===== src/rtl/mm3_dot_sequencer.sv =====
// mm3_dot_sequencer: walks the nine {row,col} indices produced by an external
// 3x3 index counter, computes C[row][col] = sum_k A[row][k]*B[k][col] with a
// three-cycle multiply-accumulate, stores it into an internal C bank and
// requests the next index with a one-cycle count-enable (adv).
// Optional feature macro: MM3_SIGNED_EN (two's complement operands/results).
module mm3_dot_sequencer #(
  parameter int WIDTH = 8,
  parameter int ACC_W = 2*WIDTH+2
) (
  input  logic                 clk,
  input  logic                 mr,
  input  logic                 start,
  input  logic [3:0]           idx,
  input  logic [9*WIDTH-1:0]   a_flat,
  input  logic [9*WIDTH-1:0]   b_flat,
  output logic                 adv,
  output logic [9*ACC_W-1:0]   c_flat,
  output logic                 c_we,
  output logic                 busy,
  output logic                 done,
  output logic                 err
);

  typedef enum logic [2:0] {
    ST_IDLE  = 3'd0,
    ST_MAC   = 3'd1,
    ST_WRITE = 3'd2,
    ST_ADV   = 3'd3,
    ST_DONE  = 3'd4,
    ST_ERR   = 3'd5
  } state_t;

  localparam logic [3:0] LAST_IDX = 4'b1010;

  // Linear element position (3*r + c) inside the packed 3x3 matrices.
  function automatic logic [3:0] elem_pos(input logic [1:0] r, input logic [1:0] c);
    return ({2'b00, r} * 4'd3) + {2'b00, c};
  endfunction

  state_t             state_r;
  state_t             state_nxt_s;
  logic [1:0]         k_r;
  logic [1:0]         k_nxt_s;
  logic [1:0]         row_r;
  logic [1:0]         col_r;
  logic [ACC_W-1:0]   acc_r;
  logic [ACC_W-1:0]   c_arr_r [9];

  logic [WIDTH-1:0]   a_arr_s [9];
  logic [WIDTH-1:0]   b_arr_s [9];
  logic [1:0]         row_s;
  logic [1:0]         col_s;
  logic               op_ok_s;
  logic [3:0]         a_pos_s;
  logic [3:0]         b_pos_s;
  logic [WIDTH-1:0]   a_el_s;
  logic [WIDTH-1:0]   b_el_s;
  logic [2*WIDTH-1:0] a_ext_s;
  logic [2*WIDTH-1:0] b_ext_s;
  logic [2*WIDTH-1:0] prod_s;
  logic [ACC_W-1:0]   prod_ext_s;

  for (genvar gi = 0; gi < 9; gi++) begin : g_bank
    assign a_arr_s[gi] = a_flat[gi*WIDTH +: WIDTH];
    assign b_arr_s[gi] = b_flat[gi*WIDTH +: WIDTH];
    assign c_flat[gi*ACC_W +: ACC_W] = c_arr_r[gi];
  end

  // The k==0 MAC cycle is where idx is sampled; later k steps use the captured row/col.
  assign row_s   = (k_r == 2'd0) ? idx[3:2] : row_r;
  assign col_s   = (k_r == 2'd0) ? idx[1:0] : col_r;
  assign op_ok_s = (row_s != 2'd3) && (col_s != 2'd3);
  assign a_pos_s = op_ok_s ? elem_pos(row_s, k_r) : 4'd0;
  assign b_pos_s = op_ok_s ? elem_pos(k_r, col_s) : 4'd0;
  assign a_el_s  = a_arr_s[a_pos_s];
  assign b_el_s  = b_arr_s[b_pos_s];

`ifdef MM3_SIGNED_EN
  assign a_ext_s    = {{WIDTH{a_el_s[WIDTH-1]}}, a_el_s};
  assign b_ext_s    = {{WIDTH{b_el_s[WIDTH-1]}}, b_el_s};
  assign prod_s     = a_ext_s * b_ext_s;
  assign prod_ext_s = {{(ACC_W-2*WIDTH){prod_s[2*WIDTH-1]}}, prod_s};
`else
  assign a_ext_s    = {{WIDTH{1'b0}}, a_el_s};
  assign b_ext_s    = {{WIDTH{1'b0}}, b_el_s};
  assign prod_s     = a_ext_s * b_ext_s;
  assign prod_ext_s = {{(ACC_W-2*WIDTH){1'b0}}, prod_s};
`endif

  // Next-state and k-step decision for the sequencer.
  always_comb begin
    state_nxt_s = state_r;
    k_nxt_s     = k_r;
    case (state_r)
      ST_IDLE: begin
        if (start) begin
          if (idx == 4'b0000) begin
            state_nxt_s = ST_MAC;
            k_nxt_s     = 2'd0;
          end else begin
            state_nxt_s = ST_ERR;
          end
        end else begin
          state_nxt_s = ST_IDLE;
        end
      end
      ST_MAC: begin
        if ((k_r == 2'd0) && !op_ok_s) begin
          state_nxt_s = ST_ERR;
          k_nxt_s     = 2'd0;
        end else if (k_r == 2'd2) begin
          state_nxt_s = ST_WRITE;
          k_nxt_s     = 2'd0;
        end else begin
          state_nxt_s = ST_MAC;
          k_nxt_s     = k_r + 2'd1;
        end
      end
      ST_WRITE: begin
        if (idx == LAST_IDX) begin
          state_nxt_s = ST_DONE;
        end else begin
          state_nxt_s = ST_ADV;
        end
      end
      ST_ADV: begin
        state_nxt_s = ST_MAC;
        k_nxt_s     = 2'd0;
      end
      ST_DONE: begin
        state_nxt_s = ST_DONE;
      end
      ST_ERR: begin
        state_nxt_s = ST_ERR;
      end
      default: begin
        state_nxt_s = ST_ERR;
        k_nxt_s     = 2'd0;
      end
    endcase
  end

  // State and k-step registers.
  always_ff @(posedge clk or posedge mr) begin
    if (mr) begin
      state_r <= ST_IDLE;
      k_r     <= 2'd0;
    end else begin
      state_r <= state_nxt_s;
      k_r     <= k_nxt_s;
    end
  end

  // Status outputs are registered decodes of the state being entered.
  always_ff @(posedge clk or posedge mr) begin
    if (mr) begin
      adv  <= 1'b0;
      c_we <= 1'b0;
      busy <= 1'b0;
      done <= 1'b0;
      err  <= 1'b0;
    end else begin
      adv  <= (state_nxt_s == ST_ADV);
      c_we <= (state_nxt_s == ST_WRITE);
      busy <= (state_nxt_s == ST_MAC) || (state_nxt_s == ST_WRITE) ||
              (state_nxt_s == ST_ADV);
      done <= (state_nxt_s == ST_DONE);
      err  <= (state_nxt_s == ST_ERR);
    end
  end

  // Multiply-accumulate, row/col capture and C bank write (lands the cycle after c_we).
  always_ff @(posedge clk or posedge mr) begin
    if (mr) begin
      acc_r <= {ACC_W{1'b0}};
      row_r <= 2'd0;
      col_r <= 2'd0;
      for (int i = 0; i < 9; i++) begin
        c_arr_r[i] <= {ACC_W{1'b0}};
      end
    end else begin
      if ((state_r == ST_IDLE) && start) begin
        acc_r <= {ACC_W{1'b0}};
      end else if (state_r == ST_MAC) begin
        if (k_r == 2'd0) begin
          acc_r <= prod_ext_s;
          row_r <= idx[3:2];
          col_r <= idx[1:0];
        end else begin
          acc_r <= acc_r + prod_ext_s;
        end
      end
      if (state_r == ST_WRITE) begin
        c_arr_r[elem_pos(row_r, col_r)] <= acc_r;
      end
    end
  end

endmodule


===== config.mk =====
export PLATFORM = sky130hd
export DESIGN_NAME = mm3_dot_sequencer
export DESIGN_NICKNAME = d
export VERILOG_FILES = /design/src/rtl/mm3_dot_sequencer.sv
export SDC_FILE = /design/constraint.sdc
export NUM_CORES = 1
export LEC_CHECK = 0
export CAP_MARGIN = 20
export CORE_UTILIZATION = 35
export DETAILED_ROUTE_END_ITERATION = 6
export SLEW_MARGIN = 20
export SYNTH_ARGS = -nofsm -noshare
export SYNTH_HDL_FRONTEND = slang
export SYNTH_SLANG_ARGS = --single-unit

===== constraint.sdc =====
create_clock -name clk -period 13.45 [get_ports clk]
set_input_delay 2.69 -clock clk [delete_from_list [all_inputs] [get_ports clk]]
set_output_delay 2.69 -clock clk [all_outputs]
set_load 0.05 [all_outputs]

==> results of run 1 <==
logic make-up (layout without fill, tap and decap cells):
logic type,count (synthesis),after routing,share of synthesized area (%)
AO/OA/AOI/OAI,154,154,9.48
XOR/XNOR,26,26,2.31
adder cells (fa/ha/maj),104,104,13.3
buffers and inverters,127,433,4.43
flip-flops,194,194,40.0
multiplexers,192,192,18.1
AND/OR/NAND/NOR,305,305,12.4
sequential cells by signal, summed over array words and instances (netlist names):
register	flops
acc_r	18
state_r	3
adv	1
row_r	2
k_r	2
done	1
c_we	1
c_flat	162
err	1
busy	1
col_r	2
Yosys cell counts, types with 6 or more instances:
cell type and number:
nand2_1 87, and2_1 8, nor3_1 13, xnor2_1 14, mux2_2 165, xor2_1 8, buf_2 13, or2_1 10
a211oi_1 6, ha_1 63, a32oi_2 10, buf_1 17, o21ai_0 31, nand3_1 29, dfrtp_1 194, inv_1 74
nand2b_1 11, nor2_1 94, clkbuf_1 14, o21ai_1 9, nor2b_1 16, a21oi_1 30, mux2i_1 21, a221oi_1 7
fa_1 41
layout make-up:
type                            count  area (sq um)  area share, %
Clock buffer                       20           447           2.73
Clock inverter                     11           178           1.09
Inverter                           75           292           1.78
Multi-Input combinational cell    781          6770           41.4
Sequential cell                   194          4850           29.7
Tap cell                          448           561           3.43
Timing Repair Buffer              327          3260           19.9
metrics by stage:
| stage | util [%] | cells | area, sq um | hold slack (ns) |
|---|---|---|---|---|
| after floorplan | - | 1102 | 12100 | 0.507 |
| after detailed placement | 46.6 | 1825 | 15700 | 0.494 |
| after global routing | 48.4 | 1856 | 16400 | 0.524 |
| final | 48.4 | 1856 | 16400 | 0.506 |
| after CTS | 48.4 | 1856 | 16400 | 0.510 |
| after global placement | 46.5 | 1823 | 15700 | 0.489 |
per-layer routing:
layer	wire length, um	GRT usage [%]	part of all wire (%)
met5	0	0	0
met4	388	4.47	1.1
met3	2910	7.00	8.2
met2	16700	34.7	47
met1	15400	25.8	44
worst paths after layout:
check	slack, ns	from	cells past startpoint	to
hold reg to reg	0.51	c_flat[83]$_DFFE_PP0P_	1	c_flat[83]$_DFFE_PP0P_
setup reg to reg	3.58	k_r[0]$_DFFE_PP0P_	34	acc_r[14]$_DFFE_PP0P_
max in group asynchronous	9.12	mr	3	c_flat[147]$_DFFE_PP0P_
min in group asynchronous	2.79	mr	2	c_flat[149]$_DFFE_PP0P_
hold / removal	0.51	c_flat[83]$_DFFE_PP0P_	1	c_flat[83]$_DFFE_PP0P_
setup / recovery	1.97	idx[2]	33	acc_r[14]$_DFFE_PP0P_
==> impl_metrics.json, run 1 <==
{
  "status": "completed",
  "critPathTopFamily": "adder cells",
  "worstMarginPinSlew_ns": 1.02,
  "overflow": 0,
  "cp-start-kind": "input port",
  "fp.dieW_um": 188,
  "fin_nets": 1651,
  "ctsHoldBuffers": 0,
  "synth_area_per_cell_sq_um": 11.0,
  "die_height_um": 188,
  "crit_slowest_cell": "fa_1",
  "hold_violations": 0,
  "drv_slew": 0,
  "rows": 67,
  "num_antenna_cells": 0,
  "port_buffers": 317,
  "grt_pass1_wl_mm": 57.4,
  "hold_path_class": "reg -> reg",
  "synth_seq_cells": 194,
  "routedWlPerCell_um": 19.1,
  "crit_required_ns": 13.81,
  "clockRootBuffer": "clkbuf_16",
  "setup_violations": 0,
  "path_class": "in -> reg",
  "antenna_left": 0,
  "cts_setup_buffers": 0,
  "htree_levels": 4,
  "path_buf_inv": 6,
  "drtIter0Drc": 357,
  "via_per_inst": 5.03,
  "skew_ns": 0.0197,
  "synth_area_leader_cell": "dfrtp_1",
  "synth_edf_count": 0,
  "clock-sinks": 194,
  "fin_ws_ns": 1.97,
  "relSlewSlack_pct": 31.7,
  "synth.area.top_cells": "dfrtp_1 40%, mux2_2 15%, fa_1 6.8%",
  "io-pin-count": 318,
  "drc": 0,
  "yosysSeqAreaShare_pct": 40.0,
  "coreArea_sq_mm": 0.0338,
  "crit_fanout": 10,
  "final_common_cell": "clkdlybuf4s50_1",
  "arrival_ns": 11.85,
  "fill_cells": 3077,
  "start_util_pct": 35.9,
  "drive_above_1_share_pct": 18.2,
  "ys_types": 80,
  "async_flop_share_pct": 100,
  "ys_warn_count": 0,
  "die-area_sq_mm": 0.0354,
  "cp_slowest_stage_delay_ns": 0.73,
  "tns_ns": 0,
  "grt_usage_pct": 20.7,
  "vias": 9335,
  "drt_first_pass_iters": 4,
  "synthToLayoutAreaGrowth_pct": 34.9,
  "dp_slack_ns": 1.56,
  "maxCapViolations": 0,
  "end_kind": "flop",
  "clk_latency_ns": 0.44,
  "fmax_mhz": 87.1,
  "grt_pass1_vias": 10100,
  "syn-num-nets": 1357,
  "cts_tree": "yes",
  "final_cell_mix": "317 x clkdlybuf4s50_1, 194 x dfrtp_1, 165 x mux2_2",
  "antenna_found_initial": 0,
  "numCtsBuffers": 17,
  "synth_top_cell_area_share_pct": 40.0,
  "place_congestion": 0.858,
  "clk_pin_slew_ns": 0.07,
  "grt_max_degree": 119,
  "post-route-min-period_ns": 11.48,
  "timing.final.crit_share_pct": 85.4,
  "clockBufferDepth": 2,
  "netlist_area_sq_mm": 0.0121,
  "synth_top_flop_cell": "dfrtp_1",
  "routed_wl_mm": 35.5,
  "syn_inst": 1102,
  "cts_resized": 0,
  "rsz0062_at_grt": "no",
  "post-dp-hpwl_mm": 26.6
}
Power of run 1 is left out: the tool's default activity adds up to more than one toggle a clock period on the data nets, which glitch-free logic cannot reach.
==> run 2: changes to the inputs <==
- SLEW_MARGIN: 20 -> not set
==> run 2 against run 1 <==
  * Final cell count decreased by 0.11%
  * First-iteration DRC count is 8.1% lower
  * Via count up 0.39%
  * Die area unchanged
  * Sequential share of layout area hardly changed
  * Routed wire length is 1.4% higher
  * Utilization about the same
  * Worst hold slack improved by 0.0014 ns
  * Non-clock buffer count is the same
  * Worst setup slack worse by 0.019 ns
  * Clock-buffer cell count is the same
  * Cell area is essentially flat
  * Critical path type unchanged
  * Largest cell class unchanged
==> impl_metrics.json, run 2 (same netlist as run 1, synthesis figures left out) <==
{
  "status": "completed",
  "via_per_inst": 5.05,
  "start_util_pct": 35.9,
  "drv_slew": 0,
  "coreArea_sq_mm": 0.0338,
  "final_cell_mix": "317 x clkdlybuf4s50_1, 194 x dfrtp_1, 165 x mux2_2",
  "port_buffers": 317,
  "ctsHoldBuffers": 0,
  "end_kind": "flop",
  "post-route-min-period_ns": 11.50,
  "fp.dieW_um": 188,
  "io-pin-count": 318,
  "clockBufferDepth": 2,
  "place_congestion": 0.858,
  "crit_slowest_cell": "fa_1",
  "numCtsBuffers": 17,
  "hp-start": "c_flat[21]$_DFFE_PP0P_",
  "fill_cells": 3094,
  "grt_pass1_wl_mm": 57.6,
  "setup_violations": 0,
  "worstMarginPinSlew_ns": 1.04,
  "drt_first_pass_iters": 5,
  "arrival_ns": 11.87,
  "cts_setup_buffers": 0,
  "num_antenna_cells": 0,
  "rows": 67,
  "fin_ws_ns": 1.95,
  "clk_latency_ns": 0.43,
  "regToRegStartpoint": "k_r[0]$_DFFE_PP0P_",
  "tns_ns": 0,
  "fin_util_pct": 48.4,
  "drive_above_1_share_pct": 18.1,
  "routed_wl_mm": 36.0,
  "hold_path_class": "reg -> reg",
  "dp_slack_ns": 1.53,
  "hold_violations": 0,
  "critPathTopFamily": "adder cells",
  "path_buf_inv": 6,
  "crit_required_ns": 13.82,
  "grt_max_degree": 119,
  "fin_nets": 1651,
  "drtIter0Drc": 328,
  "timing.final.crit_share_pct": 85.5,
  "die-area_sq_mm": 0.0354,
  "crit_fanout": 10,
  "clock-sinks": 194,
  "maxCapViolations": 0,
  "worstSetupStartpoint": "idx[2]",
  "routedWlPerCell_um": 19.4,
  "vias": 9371,
  "largest_register_ffs": 162,
  "htree_levels": 4,
  "cts_tree": "yes",
  "relSlewSlack_pct": 30.5,
  "die_height_um": 188,
  "drc": 0,
  "clk_pin_slew_ns": 0.07,
  "rsz0062_at_grt": "no",
  "post-dp-hpwl_mm": 26.6,
  "skew_ns": 0.00629,
  "grt_pass1_vias": 10100,
  "fmax_mhz": 86.9,
  "cp-start-kind": "input port",
  "overflow": 0,
  "antenna_found_initial": 0,
  "antenna_left": 0,
  "path_class": "in -> reg",
  "cts_resized": 0,
  "synthToLayoutAreaGrowth_pct": 34.8,
  "clockRootBuffer": "clkbuf_16",
  "grt_usage_pct": 20.8,
  "final_common_cell": "clkdlybuf4s50_1",
  "cp_slowest_stage_delay_ns": 0.74
}
run 2: changes by cell type in the layout (fill, tap and decap cells not counted):
cell | before | now
buf_6 | 2 | 0
buf_8 | 0 | 2
clkbuf_1 | 2 | 1
clkbuf_8 | 1 | 2
clkinv_2 | 1 | 2
clkinv_4 | 1 | 0
clkinvlp_4 | 2 | 1
inv_8 | 2 | 1
run 2: layout make-up:
cell class | count | area [sq um] | share of cell area, %
multi-input cells | 781 | 6770 | 41.4
flip-flops and latches | 194 | 4850 | 29.7
repair buffers | 327 | 3260 | 20.0
clock inverters | 9 | 155 | 0.949
inverters | 75 | 292 | 1.78
clock buffers | 20 | 457 | 2.79
well taps | 448 | 561 | 3.43
run 2: final timing paths:
check / endpoint / slack, ns / cells after the start
max in group asynchronous: c_flat[59]$_DFFE_PP0P_ / 9.05 / 3
worst max register to register: acc_r[14]$_DFFE_PP0P_ / 3.55 / 34
worst min-delay path: c_flat[21]$_DFFE_PP0P_ / 0.51 / 1
worst min register to register: c_flat[21]$_DFFE_PP0P_ / 0.51 / 1
min in group asynchronous: c_flat[149]$_DFFE_PP0P_ / 2.78 / 2
worst max-delay path: acc_r[14]$_DFFE_PP0P_ / 1.95 / 33
run 2: worst register-to-register path, delay by kind of cell, from the launching register on:
family,cells,cell delay (ns)
DFF,1,0.56
buffers and inverters,6,0.64
and+or+nand+nor,6,1.28
xor gates and xnor gates,2,0.28
muxes,1,0.41
adders and majority gates,10,4.26
AOI/OAI and AO/OA,9,2.42
run 2: layer usage:
metal  GRT usage, %  routed length (um)  vias to the layer above
met2           35.2               17000                      277
met4           4.72                 449                        0
met3           6.81                2870                       31
li1               -                   -                     4429
met1           25.6               15600                     4634
met5              0                   0                        -
run 2: per-stage QoR:
| stage | hold WS (ns) | area (sq um) | instances |
|---|---|---|---|
| floorplan | 0.507 | 12100 | 1102 |
| CTS | 0.510 | 16300 | 1854 |
| global placement | 0.489 | 15700 | 1823 |
| finish | 0.507 | 16300 | 1854 |
| detailed placement | 0.494 | 15700 | 1825 |
| global route | 0.525 | 16300 | 1854 |
Power of run 2 is left out for the same reason.
